===== src/rtl/letc_core_lsu.sv =====
// letc_core_lsu
// Load/store unit sitting between the E stage and the data memory subsystem
// (DMSS). Each accepted op is tracked through three slots that move in
// lockstep with DMSS stages 0/1/2. Loads are extracted and extended at WB.
// Stores read the target word first, then write back a fully merged word,
// because DMSS only writes whole words.
//
// Ports:
//   clk, rst                 clock, asynchronous active-high reset
//   e_*                      memory op presented by E (valid/stall/type/size/addr/data)
//   e_misaligned, e_accept   combinational issue status back to E
//   lsu_busy                 core must stall E while DMSS stage 1 is held
//   dmss0_req_*              stage-0 request (load/store/addr/stall)
//   dmss1_rsp_*              stage-1 response word and ready
//   wb_commit                instruction in WB retires
//   dmss2_req_*              stage-2 store commit and merged store word
//   wb_load_valid/_data      extended load result in WB
module letc_core_lsu #(
    parameter logic [31:0] TRACK_RESET_ADDR = 32'hDEADBEEF
) (
    input  logic        clk,
    input  logic        rst,
    input  logic        e_valid,
    input  logic        e_stall,
    input  logic        e_load,
    input  logic        e_store,
    input  logic [1:0]  e_size,
    input  logic        e_unsigned,
    input  logic [31:0] e_addr,
    input  logic [31:0] e_store_data,
    output logic        e_misaligned,
    output logic        e_accept,
    output logic        lsu_busy,
    output logic        dmss0_req_load,
    output logic        dmss0_req_store,
    output logic [31:0] dmss0_req_addr,
    output logic        dmss0_req_stall,
    input  logic [31:0] dmss1_rsp_load_data,
    input  logic        dmss1_rsp_ready,
    input  logic        wb_commit,
    output logic        dmss2_req_commit,
    output logic [31:0] dmss2_req_store_data,
    output logic        wb_load_valid,
    output logic [31:0] wb_load_data
);

    typedef struct packed {
        logic        valid;
        logic        store;
        logic [1:0]  size;
        logic        zext;
        logic [1:0]  addr;
        logic [31:0] store_data;
    } slot_t;

    localparam slot_t SLOT_RESET = {1'b0, 1'b0, 2'd0, 1'b0, TRACK_RESET_ADDR[1:0], 32'd0};

    slot_t       s1;
    slot_t       s2;
    slot_t       s3;
    slot_t       e_slot;
    logic [31:0] s3_word;
    logic        misaligned_raw;
    logic        issue;
    logic [7:0]  byte_sel;
    logic [15:0] half_sel;
    logic [31:0] load_ext;
    logic [4:0]  lane_shift;
    logic [31:0] lane_mask;
    logic [31:0] merged_word;

    // Size code 3 is treated as a word access everywhere.
    always_comb begin
        misaligned_raw = 1'b0;
        if (e_size == 2'd1) begin
            misaligned_raw = e_addr[0];
        end else if (e_size != 2'd0) begin
            misaligned_raw = (e_addr[1:0] != 2'b00);
        end
    end

    assign issue = e_valid & (e_load | e_store) & ~e_stall & ~misaligned_raw & dmss1_rsp_ready;

    // Outputs are forced low while reset is held; only the stall/busy pair
    // keeps tracking DMSS readiness so the core still sees a held stage 1.
    // Stores also issue a read so the merge has the current word.
    assign e_misaligned    = ~rst & misaligned_raw;
    assign e_accept        = ~rst & issue;
    assign dmss0_req_load  = ~rst & issue;
    assign dmss0_req_store = ~rst & issue & e_store;
    assign dmss0_req_addr  = rst ? 32'd0 : e_addr;
    assign dmss0_req_stall = ~dmss1_rsp_ready;
    assign lsu_busy        = ~dmss1_rsp_ready;

    always_comb begin
        e_slot            = SLOT_RESET;
        e_slot.valid      = issue;
        e_slot.store      = e_store;
        e_slot.size       = e_size;
        e_slot.zext       = e_unsigned;
        e_slot.addr       = e_addr[1:0];
        e_slot.store_data = e_store_data;
    end

    // Slots advance only when DMSS stage 1 is ready, mirroring the DMSS hold.
    // While held, s3 turns into a bubble so the store DMSS stage 2 keeps
    // seeing is not committed a second time. The response word is captured
    // together with the op leaving s2.
    always_ff @(posedge clk or posedge rst) begin
        if (rst) begin
            s1      <= SLOT_RESET;
            s2      <= SLOT_RESET;
            s3      <= SLOT_RESET;
            s3_word <= 32'd0;
        end else if (dmss1_rsp_ready) begin
            s1      <= e_slot;
            s2      <= s1;
            s3      <= s2;
            s3_word <= dmss1_rsp_load_data;
        end else begin
            s3.valid <= 1'b0;
        end
    end

    assign byte_sel = s3_word[{s3.addr, 3'b000} +: 8];
    assign half_sel = s3_word[{s3.addr[1], 4'b0000} +: 16];

    always_comb begin
        case (s3.size)
            2'd0:    load_ext = {{24{~s3.zext & byte_sel[7]}}, byte_sel};
            2'd1:    load_ext = {{16{~s3.zext & half_sel[15]}}, half_sel};
            default: load_ext = s3_word;
        endcase
    end

    // Store merge: replace only the addressed lanes of the word read back
    // from DMSS with the right-aligned store operand moved into place.
    always_comb begin
        lane_shift = (s3.size == 2'd1) ? {s3.addr[1], 4'b0000} : {s3.addr, 3'b000};
        case (s3.size)
            2'd0:    lane_mask = 32'h0000_00FF << lane_shift;
            2'd1:    lane_mask = 32'h0000_FFFF << lane_shift;
            default: lane_mask = 32'hFFFF_FFFF;
        endcase
        merged_word = (s3_word & ~lane_mask) | ((s3.store_data << lane_shift) & lane_mask);
    end

    assign wb_load_valid        = ~rst & s3.valid & ~s3.store;
    assign wb_load_data         = rst ? 32'd0 : load_ext;
    assign dmss2_req_commit     = ~rst & s3.valid & s3.store & wb_commit;
    assign dmss2_req_store_data = rst ? 32'd0 : merged_word;

endmodule

===== config.mk =====
export PLATFORM = sky130hd
export DESIGN_NAME = letc_core_lsu
export DESIGN_NICKNAME = d
export VERILOG_FILES = /design/src/rtl/letc_core_lsu.sv
export SDC_FILE = /design/constraint.sdc
export NUM_CORES = 1
export LEC_CHECK = 0
export BUFFER_PORTS_ARGS = -buffer_cell sky130_fd_sc_hd__buf_4
export CAP_MARGIN = 20
export CORE_MARGIN = 8
export CORE_UTILIZATION = 54
export CTS_BUF_LIST = sky130_fd_sc_hd__clkbuf_8
export DETAILED_ROUTE_END_ITERATION = 16
export GPL_TIMING_DRIVEN = 1
export PLACE_DENSITY_LB_ADDON = 0.1
export SLEW_MARGIN = 25
export SYNTH_ARGS = -nofsm -noshare
export SYNTH_HDL_FRONTEND = slang
export SYNTH_SLANG_ARGS = --single-unit
export TNS_END_PERCENT = 50

===== constraint.sdc =====
create_clock -name clk -period 10.4 [get_ports clk]
set_clock_uncertainty 0.15 [all_clocks]
set_input_delay 1.56 -clock clk [delete_from_list [all_inputs] [get_ports clk]]
set_output_delay 1.56 -clock clk [all_outputs]
set_load 0.03 [all_outputs]

==> parameters.txt, run 1 <==
Parameter                              Value

Setup path
  CP Max Fanout    103
  Ordered cell list for the critical path    buf_4 > inv_6 > nand3_1 > o21ai_0 > buf_4
  Endpoint type of the worst setup path    output port
  Library cell contributing the largest single delay on the critical path    inv_6
  Cell type group with the largest total delay on the critical path    buffers and inverters
  Bufs and invs on worst path    3
  Category of the critical setup timing path    in -> out
  Most frequent cell on the critical path    buf_4
  CP Data Required Time    8.69 ns
  Worst path arrival time    3.71 ns
  Type of element launching the critical path    input port
  Peak per-stage delay on the critical path    0.72 ns

Clocking
  Depth of the CTS H-tree    4
  Number of hold-repair buffers added at the cts stage    0
  Clock buffers created by TritonCTS    17
  Number of clock sinks    149
  Buffer type at the clock tree root    clkbuf_8
  Clock Latency Late Sink    0.47 ns
  Total setup buffers inserted after CTS    0
  Clock Pin Slew Worst Setup and Hold Paths    0.09 ns
  Post-CTS resize count    0
  Clock tree from TritonCTS    yes
  Clock buffer depth    2

Detailed routing
  DRC errors left    0
  Drt via density    5.801
  1st-pass router iterations    5
  Routed wire length    22.52 mm
  DR vias    6039
  Routed length per placed instance    21.63 um
  Antenna viol nets, final    0
  Violation count after the first detailed-routing iteration    505

Synthesis
  Post-Synthesis Mean Instance Area    11.23 um^2
  Instance count of the mapped netlist    668
  Area share of the leading cell type in the synthesized netlist    47.71%
  Synth Register Bits    149
  Syn Nets    775
  Ranking of synthesized cells by area    dfrtp_1, mux2_2, nand2_1, nor2b_1, a21oi_1
  Post-synth design cell area    7500 um^2
  Sequential element share of the synthesized area    49.82%
  Count of cell types in the netlist    44
  Synthesis Warnings    0
  Most area-hungry cell type in the Yosys netlist    dfrtp_1

Power
  Relative contribution of combinational cells to total power    30.2%
  Peak ir drop on the vdd network    0.1325 mV
  Switching component of the power    0.6388 mW
  Clk pwr share    27.1%
  Proportion of total power due to net switching    36.39%
  Internal power summed over all cells    1.117 mW
  P per Cell Area    185.0 nW/um^2
  Leak Pwr    4.380 nW
  Share of total power in sequential cells    42.7%

Floorplanning
  CORE AREA    13720 um^2
  Die span in x    133.9 um
  # rows    43
  Vertical die dimension    133.9 um
  I/O pin total    211
  Starting density of the core    54.66%
  Area of the die    17920 um^2

Final layout
  Top library cells by usage in the layout, fill and taps aside    buf_4, dfrtp_1, mux2_2
  Number of fill cells    1047
  Share of post-route cells with drive strength above 1    47.04%
  Antenna diode instance count    0
  Area growth syn-to-layout    26.56%
  Leading cell type in the layout, fill and taps excluded    buf_4
  Fin util    69.18%
  Number of nets in the final layout    955

GRT
  Number of global-route vias before repair    6226
  GRT Util Overall    25.28%
  Largest net degree at the start of global routing    104
  Antenna violations before repair    0
  Remaining global-route overflow    0
  Wire length of the first global-routing pass    35.27 mm

Timing
  Worst slew slack as a fraction of its limit    34.78%
  Hold slack    0.3465 ns
  Setup ws final    4.977 ns
  Peak clock frequency supported by timing    0.1844 GHz
  Final setup vio count    0
  Unrepaired setup endpoints after global routing    no
  Final-report hold violation count    0
  Post-route setup TNS    0 ns
  Minimum period implied by the final worst setup slack    5.423 ns
  Fin crit share    52.14%
  Pin slew with the least headroom to its limit    0.9784 ns
  Number of max-slew violations in the final report    0

Placement
  Last weighted congestion value of the routability-driven placer    0.8804
  Count of input and output buffers    210
  Worst slack at placement    4.994 ns
  Post-detail-place hpwl    16.77 mm

Flow run
  Count of max-cap constraint violations    0

Run status
  Outcome    finished clean

Worst hold path
  Path category of the worst min-delay check    reg -> reg
-- flip-flops by register name (all words and copies together) (netlist names) --
| name | count |
|---|---|
| s3 | 39 |
| s2 | 39 |
| s3_word | 32 |
| s1 | 39 |
-- worst register-to-register path: stages (launching register included) --
cell and delay, ns:
dfstp_2 1.08, inv_2 0.52, o21ai_0 0.27
-- logic make-up (layout without fill, tap and decap cells) --
group	count (synthesis)	count (layout)	share of synthesized area, %
and+or+nand+nor	166	166	10.63
DFF	149	149	49.82
muxes	148	148	23.11
AOI/OAI and AO/OA	134	134	11.98
buffers and inverters	71	264	4.471
-- layout make-up --
type                    count  area, um^2  area share (%)
multi-input cells         448        3428           36.12
well taps                 180       225.2           2.373
repair buffers            213        1603           16.89
inverters                  19       76.32          0.8041
flip-flops and latches    149        3736           39.36
clock buffers              18       247.7           2.610
clock inverters            14       175.2           1.846
-- through the flow --
stage	cells	total power, mW	area, um^2
floorplan	668	1.086	7500
global placement	1009	1.275	9069
detailed placement	1009	1.287	9069
CTS	1041	1.765	9492
global route	1041	1.833	9492
finish	1041	1.756	9492
-- cell usage after synthesis (all sizes together) --
cell type and instances:
and3 8, or3 1, and4 1, a22oi 8, o211ai 1, and2 1
or2 1, a41oi 8, dfstp 6, clkinv 1, o221a 1, a221oi 5
buf 36, mux2i 10, nand4 8, nand2b 3, nand2 74, nor3 1
clkbuf 16, dfrtp 143, inv 18, a21boi 1, mux4 7, a22o 7
nor2b 33, nor3b 2, o31a 8, o22ai 15, nor2 23, nand3 10
o32ai 1, mux2 131, a21oi 38, o21ai 41
-- power groups by stage --
| stage | Sequential, mW | Combinational (mW) | Clock (mW) |
|---|---|---|---|
| after floorplan | 0.708 | 0.378 | 0 |
| after global placement | 0.754 | 0.521 | 0 |
| after detailed placement | 0.759 | 0.528 | 0 |
| after CTS | 0.747 | 0.530 | 0.488 |
| after global routing | 0.760 | 0.565 | 0.509 |
| final | 0.750 | 0.529 | 0.476 |
-- layer usage --
metal / up-vias / track usage (%) / part of all wire, %
met1: 2974 / 30.19 / 39
li1: 2744 / - / -
met5: - / 0 / 0
met4: 0 / 10.61 / 2.9
met3: 41 / 8.714 / 8.7
met2: 280 / 40.94 / 49
-- worst paths after layout --
path | cells after the start | slack [ns] | to | from
worst max-delay path | 5 | 4.98 | dmss2_req_store_data[12] | rst
worst min-delay path | 1 | 0.35 | s3[38] | s2[38]
worst max register to register | 2 | 8.29 | s3[33] | s3[33]
worst min register to register | 1 | 0.35 | s3[38] | s2[38]
max in group asynchronous | 3 | 7.39 | s1[12] | rst
min in group asynchronous | 2 | 1.45 | s2[36] | rst
(Power assumes the default switching activity.)
==> run 2: changes to the inputs <==
--- a/config.mk
+++ b/config.mk
@@ -5,10 +5,11 @@
 export SDC_FILE = /design/constraint.sdc
 export NUM_CORES = 1
 export LEC_CHECK = 0
+export ABC_AREA = 1
 export BUFFER_PORTS_ARGS = -buffer_cell sky130_fd_sc_hd__buf_4
 export CAP_MARGIN = 20
 export CORE_MARGIN = 8
-export CORE_UTILIZATION = 54
+export CORE_UTILIZATION = 49
 export CTS_BUF_LIST = sky130_fd_sc_hd__clkbuf_8
 export DETAILED_ROUTE_END_ITERATION = 16
 export GPL_TIMING_DRIVEN = 1
==> constraint.sdc (replaced) <==
create_clock -name clk -period 4.5 [get_ports clk]
set_clock_uncertainty 0.15 [all_clocks]
set_input_delay 0.675 -clock clk [delete_from_list [all_inputs] [get_ports clk]]
set_output_delay 0.675 -clock clk [all_outputs]
set_load 0.03 [all_outputs]
==> parameters.txt, run 2 <==
Parameter                              Value

Run status
  Outcome    finished clean

Worst hold path
  Path category of the worst min-delay check    in -> reg

Timing
  Pin slew with the least headroom to its limit    0.7962 ns (-0.1822 ns)
  Minimum period implied by the final worst setup slack    3.861 ns
  Final setup vio count    0 (unchanged)
  Final-report hold violation count    0 (unchanged)
  Fin crit share    85.80%
  Number of max-slew violations in the final report    0 (unchanged)
  Worst slew slack as a fraction of its limit    46.57% (+12 points)
  Post-route setup TNS    0 ns (unchanged)
  Unrepaired setup endpoints after global routing    no
  Peak clock frequency supported by timing    0.2590 GHz

Final layout
  Antenna diode instance count    0 (unchanged)
  Footprint of the flip-flops and latches    3736 um^2 (unchanged)
  Top library cells by usage in the layout, fill and taps aside    nand2_1, buf_4, o21ai_0
  Area growth syn-to-layout    25.65%
  Area used by multi-input combinational logic    3077 um^2 (-10%)
  Leading cell type in the layout, fill and taps excluded    nand2_1
  Number of fill cells    1540 (+47%)
  Number of nets in the final layout    1309 (+37%)
  Layout Cells excl Fill    1430 (+37%)
  Share of post-route cells with drive strength above 1    24.22% (-23 points)
  Design area    9746 um^2 (+2.7%)
  Largest registers ranked by flip-flop count    s1: 39 flops, s2: 39 flops, s3: 39 flops

Synthesis
  Synth Register Bits    149 (unchanged)
  Syn Nets    1144 (+48%)
  Count of cell types in the netlist    29 (-34%)
  Post-synth design cell area    7756 um^2 (+3.4%)
  Sequential element share of the synthesized area    48.17% (-1.6 points)
  Cell with the most instances after synthesis    nand2_1
  Commonest cells in the synthesized netlist    nand2_1, o21ai_0, inv_1
  Number of flops mapped to enable cells by yosys    0 (unchanged)
  Ys flop type    dfrtp_1
  Ranking of synthesized cells by area    dfrtp_1, nand2_1, o21ai_0, inv_1, nand3_1
  Async S/R FF share, synth    100.0% (unchanged)
  Area share of the leading cell type in the synthesized netlist    46.14% (-1.6 points)
  Instance count of the mapped netlist    1037 (+55%)
  Post-Synthesis Mean Instance Area    7.479 um^2 (-33%)
  Most area-hungry cell type in the Yosys netlist    dfrtp_1
  Synthesis Warnings    0 (unchanged)

Setup path
  Ordered cell list for the critical path    inv_6 > nand2_4 > nand2_1 > buf_4 > nand3_1 > nand2_1 > inv_1 > a21oi_1 > buf_4
  Library cell contributing the largest single delay on the critical path    dfrtp_1
  Peak per-stage delay on the critical path    0.63 ns (-0.09 ns)
  Type of element launching the critical path    flop
  Category of the critical setup timing path    reg -> out
  Endpoint type of the worst setup path    output port
  Worst path arrival time    3.04 ns (-0.67 ns)
  CP Max Fanout    35 (-66%)
  Cell type group with the largest total delay on the critical path    buffers and inverters
  CP Data Required Time    3.67 ns (-5.02 ns)
  Bufs and invs on worst path    4 (+1)

GRT
  Antenna violations before repair    0 (unchanged)
  Largest net degree at the start of global routing    210 (+100%)
  GRT Util Overall    23.74% (-1.5 points)
  Wire length of the first global-routing pass    37.41 mm (+6.1%)
  Number of global-route vias before repair    6877 (+10%)
  Remaining global-route overflow    0 (unchanged)

Floorplanning
  CORE AREA    15660 um^2 (+14%)
  # rows    46 (+7.0%)
  Vertical die dimension    141.8 um (+6.0%)
  Die span in x    141.8 um (+6.0%)
  Starting density of the core    49.54% (-5.1 points)
  Area of the die    20110 um^2 (+12%)
  I/O pin total    211 (unchanged)

Clocking
  Post-CTS resize count    0 (unchanged)
  Clock buffers created by TritonCTS    17 (unchanged)
  Clock Pin Slew Worst Setup and Hold Paths    0.08 ns (about the same)
  Clock tree from TritonCTS    yes
  Depth of the CTS H-tree    4 (unchanged)
  Total setup buffers inserted after CTS    0 (unchanged)
  Number of hold-repair buffers added at the cts stage    0 (unchanged)
  Number of clock sinks    149 (unchanged)
  Clock buffer depth    2 (unchanged)
  Buffer type at the clock tree root    clkbuf_8
  Clock Latency Late Sink    0.44 ns (-0.03 ns)

Detailed routing
  Routed wire length    23.89 mm (+6.1%)
  Violation count after the first detailed-routing iteration    877 (+74%)
  DRC errors left    0 (unchanged)
  Drt via density    5.143 (-11%)
  Routed length per placed instance    16.71 um (-23%)
  Antenna viol nets, final    0 (unchanged)
  1st-pass router iterations    8 (+3)
  DR vias    7355 (+22%)

Power
  Peak ir drop on the vdd network    0.2490 mV (+88%)
  P per Cell Area    388.0 nW/um^2 (+110%)
  Leak Pwr    5.037 nW (+15%)
  Design Power    3.782 mW (+120%)

Placement
  Placed cells    1398 (+39%)
  Count of input and output buffers    210 (unchanged)
  Area of placed instances    9320 um^2 (+2.8%)
  Last weighted congestion value of the routability-driven placer    0.9775 (+11%)
  Post-detail-place hpwl    17.34 mm (+3.4%)

Flow run
  Count of max-cap constraint violations    0 (unchanged)
run 2: kinds of logic after synthesis:
logic type             after synthesis  share of synthesized area (%)
buffers and inverters              228                          12.16
flip-flops                         149                          48.17
AND/OR/NAND/NOR                    390                          20.83
AO/OA/AOI/OAI                      270                          18.84
run 2: layout make-up:
class	count	share of cell area, %
Multi-Input combinational cell	660	31.57
Clock buffer	20	2.824
Tap cell	216	2.773
Inverter	157	6.150
Sequential cell	149	38.34
Clock inverter	11	1.258
Timing Repair Buffer	217	17.09
run 2: per-stage QoR:
stage	utilization (%)	worst slack [ns]	hold WS, ns
4_1_cts	62.08	0.6914	0.2536
6_report	62.25	0.6391	0.2777
3_5_place_dp	59.53	1.176	0.2958
3_3_place_gp	59.53	1.250	0.3008
2_1_floorplan	-	0.7728	0.2865
5_1_grt	62.25	0.4743	0.2601
run 2: path summary, 6_finish.rpt:
check | start | end | slack [ns] | cells after the start
max reg2reg | s3[33] | s3[33] | 3.04 | 2
min in group asynchronous | rst | s3[6] | 0.48 | 2
min reg2reg | s2[38] | s3[38] | 0.32 | 2
max | s3[36] | dmss2_req_store_data[18] | 0.64 | 9
min | dmss1_rsp_load_data[4] | s3_word[4] | 0.28 | 3
max in group asynchronous | rst | s2[32] | 2.59 | 4
run 2: worst min-delay path, stage by stage:
cell     delay, ns
buf_4         0.08
nand2_1       0.04
nand2_1       0.05
run 2: report_power, final:
group          switching (mW)  internal, mW
registers               0.101          1.48
logic                   0.783         0.380
clock network           0.501         0.535
total                    1.39          2.40
run 2: layer usage:
layer	track usage, %	part of all wire [%]	vias to the layer above
met5	0	0	-
met4	10.51	3.2	0
met3	6.418	8.7	51
met2	34.85	45	305
met1	32.22	43	3387
li1	-	-	3612
